$ cat src/rtl/sccb_pkg.sv
// Shared types and constants for the SCCB/I2C register target.
// Holds the protocol state enum, default device address and R/W encoding.
package sccb_pkg;

  typedef enum logic [3:0] {
    IDLE,
    DEVADDR,
    ACK_DEV,
    REG_HI,
    ACK_HI,
    REG_LO,
    ACK_LO,
    WR_DATA,
    ACK_WR,
    RD_DATA,
    RD_ACK,
    IGNORE
  } sccb_state_t;

  localparam logic [6:0] SCCB_DEV_ADDR = 7'h3C;
  localparam logic       SCCB_RW_READ  = 1'b1;

endpackage

$ cat src/rtl/sccb_target_i2c_line_filter.sv
// SCL/SDA conditioning: 2-FF synchronizer, FILTER_LEN-sample glitch filter,
// and registered SCL rise/fall plus START/STOP pulses. Ports: clk_i, rst_i,
// scl_i, sda_i in; filtered sda_o level and one-cycle event pulses out.
module i2c_line_filter #(
  parameter int FILTER_LEN = 3
) (
  input  logic clk_i,
  input  logic rst_i,
  input  logic scl_i,
  input  logic sda_i,
  output logic sda_o,
  output logic scl_rise_o,
  output logic scl_fall_o,
  output logic start_o,
  output logic stop_o
);

  logic [1:0]            scl_sync_q;
  logic [1:0]            sda_sync_q;
  logic [FILTER_LEN-1:0] scl_hist_q;
  logic [FILTER_LEN-1:0] sda_hist_q;
  logic                  scl_q, scl_d;
  logic                  sda_q, sda_d;
  logic                  rise_q, fall_q;
  logic                  start_q, stop_q;

  // A level is accepted only once the whole sample window agrees.
  always_comb begin
    scl_d = scl_q;
    sda_d = sda_q;
    if (&scl_hist_q)       scl_d = 1'b1;
    else if (~|scl_hist_q) scl_d = 1'b0;
    if (&sda_hist_q)       sda_d = 1'b1;
    else if (~|sda_hist_q) sda_d = 1'b0;
  end

  always_ff @(posedge clk_i or posedge rst_i) begin
    if (rst_i) begin
      scl_sync_q <= '1;
      sda_sync_q <= '1;
      scl_hist_q <= '1;
      sda_hist_q <= '1;
      scl_q      <= 1'b1;
      sda_q      <= 1'b1;
      rise_q     <= 1'b0;
      fall_q     <= 1'b0;
      start_q    <= 1'b0;
      stop_q     <= 1'b0;
    end else begin
      scl_sync_q <= {scl_sync_q[0], scl_i};
      sda_sync_q <= {sda_sync_q[0], sda_i};
      scl_hist_q <= {scl_hist_q[FILTER_LEN-2:0], scl_sync_q[1]};
      sda_hist_q <= {sda_hist_q[FILTER_LEN-2:0], sda_sync_q[1]};
      scl_q      <= scl_d;
      sda_q      <= sda_d;
      rise_q     <= scl_d & ~scl_q;
      fall_q     <= ~scl_d & scl_q;
      // Bus conditions need SCL high both before and after the SDA edge.
      start_q    <= scl_q & scl_d & sda_q & ~sda_d;
      stop_q     <= scl_q & scl_d & ~sda_q & sda_d;
    end
  end

  assign sda_o      = sda_q;
  assign scl_rise_o = rise_q;
  assign scl_fall_o = fall_q;
  assign start_o    = start_q;
  assign stop_o     = stop_q;

endmodule

$ cat src/rtl/sccb_target.sv
// SCCB/I2C target: 7-bit address, 16-bit register pointer, 8-bit data.
// Ports: clk_camera/sys_rst_camera, scl_i/sda_i bus inputs, sda_o/sda_t
// open-drain drive, reg_wr_* write strobe, reg_rd_* read port, busy.
module sccb_target
  import sccb_pkg::*;
#(
  parameter logic [6:0] DEV_ADDR    = SCCB_DEV_ADDR,
  parameter int         FILTER_LEN  = 3,
  parameter int         HOLD_CYCLES = 4
) (
  input  logic        clk_camera,
  input  logic        sys_rst_camera,
  input  logic        scl_i,
  input  logic        sda_i,
  output logic        sda_o,
  output logic        sda_t,
  output logic        reg_wr_valid,
  output logic [15:0] reg_wr_addr,
  output logic [7:0]  reg_wr_data,
  output logic [15:0] reg_rd_addr,
  output logic        reg_rd_req,
  input  logic [7:0]  reg_rd_data,
  output logic        busy
);

  localparam int HW = $clog2(HOLD_CYCLES + 1);
  localparam logic [HW-1:0] HOLD_INIT = HW'(HOLD_CYCLES);
  localparam logic [HW-1:0] HOLD_ONE  = HW'(1);

  logic sda_lvl, rise_p, fall_p, start_p, stop_p;

  i2c_line_filter #(
    .FILTER_LEN (FILTER_LEN)
  ) u_filt (
    .clk_i      (clk_camera),
    .rst_i      (sys_rst_camera),
    .scl_i      (scl_i),
    .sda_i      (sda_i),
    .sda_o      (sda_lvl),
    .scl_rise_o (rise_p),
    .scl_fall_o (fall_p),
    .start_o    (start_p),
    .stop_o     (stop_p)
  );

  sccb_state_t     state_q, state_d;
  logic [2:0]      bit_cnt_q, bit_cnt_d;
  logic [7:0]      shift_q, shift_d;
  logic [7:0]      hi_q, hi_d;
  logic [15:0]     ptr_q, ptr_d;
  logic [7:0]      tx_q, tx_d;
  logic            sda_t_q, sda_t_d;
  logic            pend_q, pend_d;
  logic [HW-1:0]   hold_q, hold_d;
  logic            busy_q, busy_d;
  logic            wr_valid_q, wr_valid_d;
  logic [15:0]     wr_addr_q, wr_addr_d;
  logic [7:0]      wr_data_q, wr_data_d;
  logic            rd_req_q, rd_req_d;
  logic            rd_pend_q;
  logic            rd_mode_q, rd_mode_d;
  logic [7:0]      byte_in;

  always_comb begin
    state_d    = state_q;
    bit_cnt_d  = bit_cnt_q;
    shift_d    = shift_q;
    hi_d       = hi_q;
    ptr_d      = ptr_q;
    tx_d       = tx_q;
    sda_t_d    = sda_t_q;
    pend_d     = pend_q;
    hold_d     = hold_q;
    busy_d     = busy_q;
    wr_valid_d = 1'b0;
    wr_addr_d  = wr_addr_q;
    wr_data_d  = wr_data_q;
    rd_req_d   = 1'b0;
    rd_mode_d  = rd_mode_q;
    byte_in    = {shift_q[6:0], sda_lvl};

    // Read data is valid the cycle after the request strobe.
    if (rd_pend_q) tx_d = reg_rd_data;

    // Deferred SDA change: applied HOLD_CYCLES after the SCL fall.
    if (hold_q != '0) begin
      hold_d = hold_q - HOLD_ONE;
      if (hold_q == HOLD_ONE) sda_t_d = pend_q;
    end

    if (start_p) begin
      state_d   = DEVADDR;
      bit_cnt_d = '0;
      busy_d    = 1'b1;
      sda_t_d   = 1'b1;
      hold_d    = '0;
    end else if (stop_p) begin
      state_d   = IDLE;
      bit_cnt_d = '0;
      busy_d    = 1'b0;
      sda_t_d   = 1'b1;
      hold_d    = '0;
    end else if (rise_p) begin
      unique case (state_q)
        DEVADDR, REG_HI, REG_LO, WR_DATA: begin
          shift_d   = byte_in;
          bit_cnt_d = bit_cnt_q + 3'd1;
          if (bit_cnt_q == 3'd7) begin
            unique case (state_q)
              DEVADDR: begin
                if (byte_in[7:1] == DEV_ADDR) begin
                  state_d   = ACK_DEV;
                  rd_mode_d = (byte_in[0] == SCCB_RW_READ);
                end else begin
                  state_d = IGNORE;
                end
              end
              REG_HI: begin
                hi_d    = byte_in;
                state_d = ACK_HI;
              end
              REG_LO: begin
                ptr_d   = {hi_q, byte_in};
                state_d = ACK_LO;
              end
              default: begin
                wr_valid_d = 1'b1;
                wr_addr_d  = ptr_q;
                wr_data_d  = byte_in;
                ptr_d      = ptr_q + 16'd1;
                state_d    = ACK_WR;
              end
            endcase
          end
        end
        ACK_DEV, ACK_HI, ACK_LO, ACK_WR: begin
          bit_cnt_d = 3'd1;
          if (state_q == ACK_DEV && rd_mode_q) rd_req_d = 1'b1;
        end
        RD_DATA: begin
          bit_cnt_d = bit_cnt_q + 3'd1;
          if (bit_cnt_q == 3'd7) begin
            ptr_d   = ptr_q + 16'd1;
            state_d = RD_ACK;
          end
        end
        RD_ACK: begin
          if (!sda_lvl) begin
            rd_req_d  = 1'b1;
            bit_cnt_d = 3'd1;
          end else begin
            state_d = IGNORE;
          end
        end
        default: ;
      endcase
    end else if (fall_p) begin
      unique case (state_q)
        ACK_DEV, ACK_HI, ACK_LO, ACK_WR: begin
          hold_d = HOLD_INIT;
          if (bit_cnt_q == 3'd0) begin
            pend_d = 1'b0;
          end else begin
            bit_cnt_d = '0;
            pend_d    = 1'b1;
            unique case (state_q)
              ACK_DEV: begin
                if (rd_mode_q) begin
                  state_d = RD_DATA;
                  pend_d  = tx_q[7];
                end else begin
                  state_d = REG_HI;
                end
              end
              ACK_HI:  state_d = REG_LO;
              default: state_d = WR_DATA;
            endcase
          end
        end
        RD_DATA: begin
          if (bit_cnt_q != 3'd0) begin
            tx_d   = {tx_q[6:0], 1'b1};
            pend_d = tx_q[6];
            hold_d = HOLD_INIT;
          end
        end
        RD_ACK: begin
          hold_d = HOLD_INIT;
          if (bit_cnt_q == 3'd0) begin
            pend_d = 1'b1;
          end else begin
            bit_cnt_d = '0;
            state_d   = RD_DATA;
            pend_d    = tx_q[7];
          end
        end
        default: ;
      endcase
    end
  end

  always_ff @(posedge clk_camera or posedge sys_rst_camera) begin
    if (sys_rst_camera) begin
      state_q    <= IDLE;
      bit_cnt_q  <= '0;
      shift_q    <= '0;
      hi_q       <= '0;
      ptr_q      <= '0;
      tx_q       <= '1;
      sda_t_q    <= 1'b1;
      pend_q     <= 1'b1;
      hold_q     <= '0;
      busy_q     <= 1'b0;
      wr_valid_q <= 1'b0;
      wr_addr_q  <= '0;
      wr_data_q  <= '0;
      rd_req_q   <= 1'b0;
      rd_pend_q  <= 1'b0;
      rd_mode_q  <= 1'b0;
    end else begin
      state_q    <= state_d;
      bit_cnt_q  <= bit_cnt_d;
      shift_q    <= shift_d;
      hi_q       <= hi_d;
      ptr_q      <= ptr_d;
      tx_q       <= tx_d;
      sda_t_q    <= sda_t_d;
      pend_q     <= pend_d;
      hold_q     <= hold_d;
      busy_q     <= busy_d;
      wr_valid_q <= wr_valid_d;
      wr_addr_q  <= wr_addr_d;
      wr_data_q  <= wr_data_d;
      rd_req_q   <= rd_req_d;
      rd_pend_q  <= rd_req_q;
      rd_mode_q  <= rd_mode_d;
    end
  end

  // A bus condition releases SDA in the cycle it is detected.
  assign sda_t        = sda_t_q | start_p | stop_p;
  assign sda_o        = 1'b0;
  assign reg_wr_valid = wr_valid_q;
  assign reg_wr_addr  = wr_addr_q;
  assign reg_wr_data  = wr_data_q;
  assign reg_rd_addr  = ptr_q;
  assign reg_rd_req   = rd_req_q;
  assign busy         = busy_q;

endmodule

$ cat config.mk
export PLATFORM = sky130hd
export DESIGN_NAME = sccb_target
export DESIGN_NICKNAME = d
export VERILOG_FILES = /design/src/rtl/sccb_pkg.sv /design/src/rtl/sccb_target_i2c_line_filter.sv /design/src/rtl/sccb_target.sv
export SDC_FILE = /design/constraint.sdc
export NUM_CORES = 1
export LEC_CHECK = 0
export CAP_MARGIN = 20
export CELL_PAD_IN_SITES_DETAIL_PLACEMENT = 2
export CELL_PAD_IN_SITES_GLOBAL_PLACEMENT = 2
export CORE_MARGIN = 2
export CORE_UTILIZATION = 38
export CTS_BUF_LIST = sky130_fd_sc_hd__clkbuf_8
export DETAILED_ROUTE_END_ITERATION = 8
export PLACE_DENSITY_LB_ADDON = 0.08
export SLEW_MARGIN = 20
export SYNTH_ARGS = -nofsm -noshare
export SYNTH_HDL_FRONTEND = slang
export SYNTH_HIERARCHICAL = 1
export SYNTH_SLANG_ARGS = --single-unit
$ cat constraint.sdc
create_clock -name clk_camera -period 3.3 [get_ports clk_camera]
set_clock_uncertainty 0.2 [all_clocks]
set_input_delay 0.495 -clock clk_camera [delete_from_list [all_inputs] [get_ports clk_camera]]
set_output_delay 0.495 -clock clk_camera [all_outputs]
set_load 0.02 [all_outputs]
=== After elaboration in Yosys (flattened, before gate mapping) ===
Index checks and enable logic that the tools add are counted.

* Word-level logic and storage cells: 172
* Register bits after elaboration: 96
* Output and inout port bits: 45

* Add/subtract/negate cells: 3
* Equality and inequality tests: 26
* Mux-type cells: 69
* Reduce and logical (&&, ||, !) cells: 31
* Bitwise logic cells: 17

{| class="wikitable"
|+ Operators with widths
! kind !! number
|-
| $pmux 16 s2 || 2
|-
| $mux 8 || 7
|-
| $mux 4 || 11
|-
| $mux 3 || 13
|-
| $mux 16 || 2
|-
| $mux 1 || 26
|-
| $pmux 4 s3 || 2
|-
| $reduce_and 6->1 || 3
|-
| $add 16x1->16 const B || 1
|-
| $eq 4x3->1 const B || 4
|-
| $pmux 4 s2 || 2
|-
| $ne 5x5->1 const B || 3
|-
| $reduce_bool 3->1 || 5
|-
| $reduce_and 7->1 || 2
|-
| $eq 4x4->1 const B || 3
|-
| $ne 6x6->1 const B || 2
|-
| $ne 5x2->1 const B || 2
|-
| $reduce_or 5->1 || 2
|-
| $pmux 3 s3 || 1
|-
| $reduce_or 3->1 || 3
|-
| $eq 4x2->1 const B || 2
|-
| $ne 2x2->1 const B || 4
|-
| $not 1->1 || 8
|-
| $reduce_and 8->1 || 1
|-
| 24 further kinds || 35
|}

=== Longest topological paths before layout ===
Gate-level depths: netlist of the first run.

* Depth after elaboration: 8
* Depth in mapped cells: 7

=== Cells and area by module ===
The synthesis of the first run kept the hierarchy.

{| class="wikitable"
|+ Modules (own cells, without submodules)
! module !! area an instance (um2) !! instances !! cells each
|-
| sccb_target || 4165.2 || 1 || 377
|-
| i2c_line_filter || 515.5 || 1 || 33
|}

=== Worst setup path after synthesis of the first run ===
No wires, ideal clock.

* Kind: reg-to-reg
* Start: register u_filt.start_q (netlist: u_filt/start_o)
* End: register wr_addr_q[0] (netlist: reg_wr_addr[0])
* Stages on the path, launching flop included: 7
* Buffers on the path: 2
* Slack: 1.365 ns
* Data arrival time: 1.609 ns
* Period minus slack after synthesis: 1.935 ns
* Library setup time: 0.125 ns
* Data required time: 2.975 ns
* Cells stage by stage: dfrtp_1 -> or2_1 -> buf_6 -> nor3_4 -> nand4_4 -> buf_6 -> mux2_4

* Cells in the longest elaborated chain, start to end: 2

{| class="wikitable"
|+ RTL lines
! item !! RTL line !! text
|-
| start, declared || sccb_target_i2c_line_filter.sv:25 || <nowiki>logic start_q, stop_q;</nowiki>
|-
| start signal, assigned || sccb_target_i2c_line_filter.sv:59 || <nowiki>start_q <= scl_q & scl_d & sda_q & ~sda_d;</nowiki>
|-
| $not 1->1 (no source line) || n/a ||
|-
| $reduce_and 6->1 (no source line) || n/a ||
|-
| end signal, assigned || sccb_target.sv:232 || <nowiki>wr_addr_q <= wr_addr_d;</nowiki>
|-
| end, declared || sccb_target.sv:57 || <nowiki>logic [15:0] wr_addr_q, wr_addr_d;</nowiki>
|}

Every way passes these cells.
A chain may end at the register's enable or synchronous reset.

=== Final worst setup path of the first run ===
* Start: register state_q[3]
* End: register state_q[3]

* Cells in the longest elaborated chain, start to end: 8

{| class="wikitable"
|+ RTL lines
! item !! RTL line !! text
|-
| start, declared || sccb_target.sv:46 || <nowiki>sccb_state_t state_q, state_d;</nowiki>
|-
| start signal, assigned || sccb_target.sv:221 || <nowiki>state_q <= state_d;</nowiki>
|-
| $eq 4x3->1 or $eq 4x2->1 (tied branches) || sccb_target.sv:158, sccb_target.sv:166 ||
|-
| $pmux 4 s2 || sccb_target.sv:166 || <nowiki>unique case (state_q)</nowiki>
|-
| $mux 4 || sccb_target.sv:161 || <nowiki>if (bit_cnt_q == 3'd0) begin</nowiki>
|-
| $pmux 4 s2 || sccb_target.sv:158 || <nowiki>unique case (state_q)</nowiki>
|-
| $mux 4 || sccb_target.sv:157 || <nowiki>end else if (fall_p) begin</nowiki>
|-
| $mux 4 || sccb_target.sv:103 || <nowiki>end else if (rise_p) begin</nowiki>
|-
| $mux 4 || sccb_target.sv:97 || <nowiki>end else if (stop_p) begin</nowiki>
|-
| $mux 4 || sccb_target.sv:91 || <nowiki>if (start_p) begin</nowiki>
|}

Several ways; a longest one is shown, not always the timed one. The select of a mux whose other input is x is not followed.

==> results of run 1 <==
-- cells by family (layout without fill, tap and decap cells) --
| family | Yosys count | in the layout | share of synthesized area, % |
|---|---|---|---|
| other | 1 | 1 | 0.0801 |
| muxes | 52 | 52 | 13.7 |
| and+or+nand+nor | 118 | 118 | 15.0 |
| xor gates and xnor gates | 2 | 2 | 0.374 |
| adders and majority gates | 7 | 7 | 1.87 |
| DFF | 96 | 96 | 51.9 |
| buffers and inverters | 41 | 99 | 4.22 |
| AOI/OAI and AO/OA | 93 | 93 | 12.9 |
-- power by group through the flow --
stage	Clock [mW]	Combinational (mW)	Sequential (mW)
6_report	0.917	0.547	1.37
5_1_grt	0.992	0.615	1.38
4_1_cts	0.954	0.555	1.36
3_5_place_dp	0	0.548	1.39
3_3_place_gp	0	0.528	1.38
2_1_floorplan	0	0.394	1.35
-- cell usage after synthesis, types with 3 or more instances --
library cell,number,area share [%]
and3_1,3,0.40
dfstp_2,22,12
o21ai_0,20,2.1
nand2b_1,3,0.40
o22a_1,4,0.75
nor3_1,5,0.53
clkbuf_1,8,0.64
inv_1,16,1.3
nand2_1,22,1.8
a21oi_1,28,3.0
dfrtp_1,74,40
a22oi_1,3,0.48
nor2_1,21,1.7
mux2_2,21,5.1
mux2_4,19,6.1
and4_1,3,0.56
nand3_1,20,2.1
o22ai_1,4,0.53
o31ai_1,4,0.64
buf_6,3,0.72
a31oi_1,5,0.67
nor4_1,5,0.67
ha_1,7,1.9
and2_1,3,0.40
mux2i_1,12,2.6
nand4_1,8,1.1
buf_2,11,1.2
-- worst max-delay path: cells and delay by family, from the launching register on --
family / cells / cell delay, ps
flip-flops: 1 / 790
multiplexers: 1 / 360
AND/OR/NAND/NOR: 1 / 400
AO/OA/AOI/OAI: 2 / 680
-- sequential cells by signal, summed over array words and instances (netlist names), 3 cells and up --
register           count
bit_cnt_q              3
hi_q                   8
hold_q                 3
reg_rd_addr           16
reg_wr_addr           16
reg_wr_data            8
shift_q                7
state_q                4
tx_q                   8
u_filt/scl_hist_q      3
u_filt/sda_hist_q      3
-- final cells by class --
type / count / share of cell area, %
inverter: 16 / 1.09
clock inverter: 7 / 1.98
sequential: 96 / 43.2
timing repair buffer: 67 / 11.6
multi-input combinational: 273 / 36.6
clock buffer: 9 / 2.20
tap: 147 / 3.27
-- metal layers --
layer	up-vias	track usage [%]	wire length [um]
li1	1610	-	-
met1	1778	28.5	6020
met2	52	32.2	6000
met3	10	3.00	289
met4	0	6.75	164
met5	-	0	0
-- through the flow --
| step | std cells | power, mW |
|---|---|---|
| floorplan | 410 | 1.74 |
| global placement | 599 | 1.91 |
| detailed placement | 599 | 1.93 |
| CTS | 615 | 2.87 |
| global route | 615 | 2.99 |
| finish | 615 | 2.83 |
-- worst max-delay path by stage --
stage                         startpoint               to
after floorplan           sys_rst_camera     bit_cnt_q[0]
after global placement    u_filt/start_o  reg_wr_addr[15]
after detailed placement      state_q[3]       state_q[3]
after CTS                     state_q[3]       state_q[3]
after global routing          state_q[3]   reg_rd_addr[9]
final                         state_q[3]       state_q[3]
==> qor.yml, run 1 <==
status: "finished clean"
rr_endpoint: "state_q[3]"
period_needed_ps: 2550
cp-start-kind: "register"
drive_gt1_share_pct: 21.6
die_x_um: 115
ir_drop_uv: 227
cts_tree: "yes"
cts_setup_buffers: 0
diodes: 0
critPathCaptureType: "register"
final_util_pct: 46.8
dr_total_vias: 3450
swShare_pct: 29.7
cts-resized-gates: 0
clock_sinks: 96
seq_area_frac_synth_pct: 51.9
finalSetupTns_ps: 0
initial_core_util_pct: 39.0
synth_edf_count: 0
syn_area_um2: 4680
die-area_um2: 13200
slowest_delay_ps: 790
synth_top_flop_cell: "dfrtp_1"
die_y_um: 115
fin_area_um2: 5620
gp_congestion: 0.820
viasPerCell: 5.61
fmax_ghz: 0.393
place_area_um2: 5390
antenna_left: 0
cts_buffer_depth: 2
ys_ff_latch: 96
holdPathEnd: "u_filt/scl_sync_q[1]"
hold_violations: 0
h-tree-depth: 3
hp-class: "register to register"
fp-row-count: 40
setup_slack_ps: 753
path_class: "register to register"
p_leak_nw: 2.44
clock-root-buffer: "clkbuf_8"
most-common-layout-cells: "dfrtp_1 (74), clkdlybuf4s50_1 (55), a21oi_1 (28)"
ys_types: 69
p_per_area_nw_per_um2: 503
cts_buffers: 9
cpMaxStageDelayCell: "dfrtp_1"
grt_pass1_wl_um: 20600
critPathMaxFanout: 21
fin_crit_sh_pct: 77.2
clk_latency_ps: 370
seqPwrFrac_pct: 48.3
grt_overflow_total: 0
critPathRequiredTime_ps: 3360
synthArstFlopShare_pct: 100
firstDrtPassIters: 4
antenna_found_initial: 0
area_growth_pct: 20.1
final_common_cell: "dfrtp_1"
p_int_mw: 1.99
wl_per_cell_um: 20.3
critPathArrivalTime_ps: 2600
max-slew-margin-rel_pct: 54.3
finalNetCount: 482
rsz0062_at_grt: "false"
multi_input_area_um2: 2060
pre_cts_slack_ps: 795
cts_hold_buffers: 0
drc: 0
ff2ff_path_depth: 4
finalSetupViolCount: 0
regToRegStartpoint: "state_q[3]"
drt_wl_total_um: 12500
maxSlewViolCount: 0
nFillCells: 1253
yosysWarnings: 6
r2r_slack_ps: 750
core_area_um2: 12000
grtUsageTotal_pct: 20.2
grt_max_degree: 39
maxCapViolCount: 0
synth_area_per_cell_um2: 11.4
holdWs_ps: 161
portBuffers: 55
netlist_instances: 410
cp_cell_sequence: "nand4bb_1, o21ai_0, a32o_1, mux2_2"
final-seq-area_um2: 2430
p_sw_mw: 0.840
hp-start: "u_filt/scl_sync_q[0]"
power_frac_clock_pct: 32.4
path_clk_slew_ps: 90
hold_depth: 0
worst_slew_pin_slew_ps: 685
grt_pass1_vias: 3775
dp_hpwl_um: 8760
synth_nets: 429
drtIter0Drc: 205
combPwrFrac_pct: 19.3
design.portCount: 57
No activity file was read; power rests on OpenSTA's default activity.
==> inputs of run 2 (changes only) <==
Settings changed: CORE_UTILIZATION 38 to 35.
Clock period 3.3 ns to 2.1 ns, I/O delays scaled along.
==> run 2 against run 1 <==
  * Register-to-register slack got worse by 640 ps
  * Setup slack got worse by 700 ps
  * Clock power is 32% higher
  * First-iteration DRC count shrank 45%
  * Total power rose by 55%
  * Hold slack got worse by 14 ps
  * Combinational power rose by 90%
  * Global-route usage fell by 1.0 points
  * Sequential share of layout area decreased by 2.2 points
==> qor.yml, run 2 (synthesis gave the netlist of run 1 again) <==
fin_area_um2: 5940
rsz0062_at_grt: "false"
maxCapViolCount: 0
cts_hold_buffers: 0
holdWs_ps: 147
critPathCaptureType: "output port"
slowest_delay_ps: 670
grt_pass1_vias: 3944
drtIter0Drc: 112
clock_sinks: 96
h-tree-depth: 3
stdcell_count: 680
cts_buffers: 9
drt_wl_total_um: 12800
max-slew-margin-rel_pct: 62.3
path_clk_slew_ps: 90
grt_max_degree: 81
final_util_pct: 45.2
worst_slew_pin_slew_ps: 565
hp-class: "input port to register"
grt_pass1_wl_um: 21600
p_leak_nw: 2.64
fin_crit_sh_pct: 97.4
clk_latency_ps: 370
startpoint: "reg_rd_addr[9]"
antenna_left: 0
drive_gt1_share_pct: 28.4
cts_tree: "yes"
diodes: 0
regToRegStartpoint: "state_q[0]"
r2r_slack_ps: 110
finalNetCount: 518
grtUsageTotal_pct: 19.2
core_area_um2: 13100
die_x_um: 120
fmax_ghz: 0.489
p_per_area_nw_per_um2: 737
clock-root-buffer: "clkbuf_8"
status: "finished clean"
wl_per_cell_um: 18.9
hold_violations: 0
timing.critical_path.buf_inv: 1
cts_buffer_depth: 2
most-common-layout-cells: "dfrtp_1 (68), clkdlybuf4s50_1 (52), buf_4 (44)"
ir_drop_uv: 522
place_area_um2: 5730
critPathRequiredTime_ps: 1580
place_inst: 663
cp_cell_sequence: "clkdlybuf4s50_1"
cp-start-kind: "register"
design.portCount: 57
viasPerCell: 5.33
maxSlewViolCount: 0
cpLargestDelayFamily: "buffers and inverters"
grt_overflow_total: 0
finalPower_mw: 4.38
die_y_um: 120
drc: 0
die-area_um2: 14300
area_growth_pct: 27.0
finalSetupViolCount: 0
period_needed_ps: 2040
fp-row-count: 42
final_common_cell: "dfrtp_1"
dr_total_vias: 3626
initial_core_util_pct: 35.6
antenna_found_initial: 0
critPathMaxFanout: 6
portBuffers: 55
dp_hpwl_um: 9390
cpMaxStageDelayCell: "clkdlybuf4s50_1"
gp_congestion: 0.784
firstDrtPassIters: 4
path_class: "register to output port"
critPathArrivalTime_ps: 1530
hp-start: "sda_i"
==> run 2: cell count changes in the layout (fill, tap and decap cells not counted), sizes merged <==
| cell | previous run | this run |
|---|---|---|
| buf | 12 | 48 |
| dlygate4sd2 | 0 | 1 |
| inv | 16 | 17 |
| clkdlybuf4s50 | 55 | 52 |
| dlymetal6s2s | 0 | 1 |
| bufinv | 3 | 1 |
| clkdlybuf4s15 | 0 | 1 |
| clkbuf | 9 | 10 |
==> run 2: repair_timing <==
action / 4_1_cts / 5_1_grt
buffers inserted: 1 / 0
resized for setup: 5 / 8
hold endpoints to repair: 0 / 0
setup endpoints to repair: 7 / 34
==> run 2: metrics by stage <==
step                setup slack, ps  setup TNS, ps
detailed placement            -53.6          -89.1
CTS                            1.48              0
global route                   9.61              0
floorplan                       165              0
global placement               82.4              0
finish                         55.5              0
==> run 2: metal layers <==
| metal | GRT usage (%) | vias to the layer above | wire length [um] |
|---|---|---|---|
| met5 | 0 | - | 0 |
| met4 | 5.74 | 0 | 167 |
| met1 | 27.1 | 1869 | 6310 |
| met3 | 3.33 | 12 | 417 |
| li1 | - | 1681 | - |
| met2 | 30.4 | 64 | 5940 |
==> run 2: area by class of cell <==
class,count,area [um^2]
Clock buffer,10,138
Timing Repair Buffer,103,962
Clock inverter,6,51.3
Inverter,16,63.8
Multi-Input combinational cell,273,2070
Fill cell,1388,7190
Sequential cell,96,2440
Tap cell,176,220
==> run 2: worst paths after layout <==
check | cells after the start | endpoint
worst max-delay path | 1 | reg_rd_addr[9]
worst min-delay path | 1 | u_filt/sda_sync_q[0]
max in group asynchronous | 3 | tx_q[1]
worst max register to register | 5 | state_q[3]
min in group asynchronous | 2 | u_filt/scl_fall_o
worst min register to register | 0 | u_filt/scl_hist_q[0]
==> run 2: power breakdown <==
part | total [mW] | switching (mW) | internal, mW | leakage, nW
logic | 1.04 | 0.552 | 0.485 | 1.30
clock network | 1.21 | 0.639 | 0.567 | 0.106
registers | 2.14 | 0.139 | 2.00 | 1.24
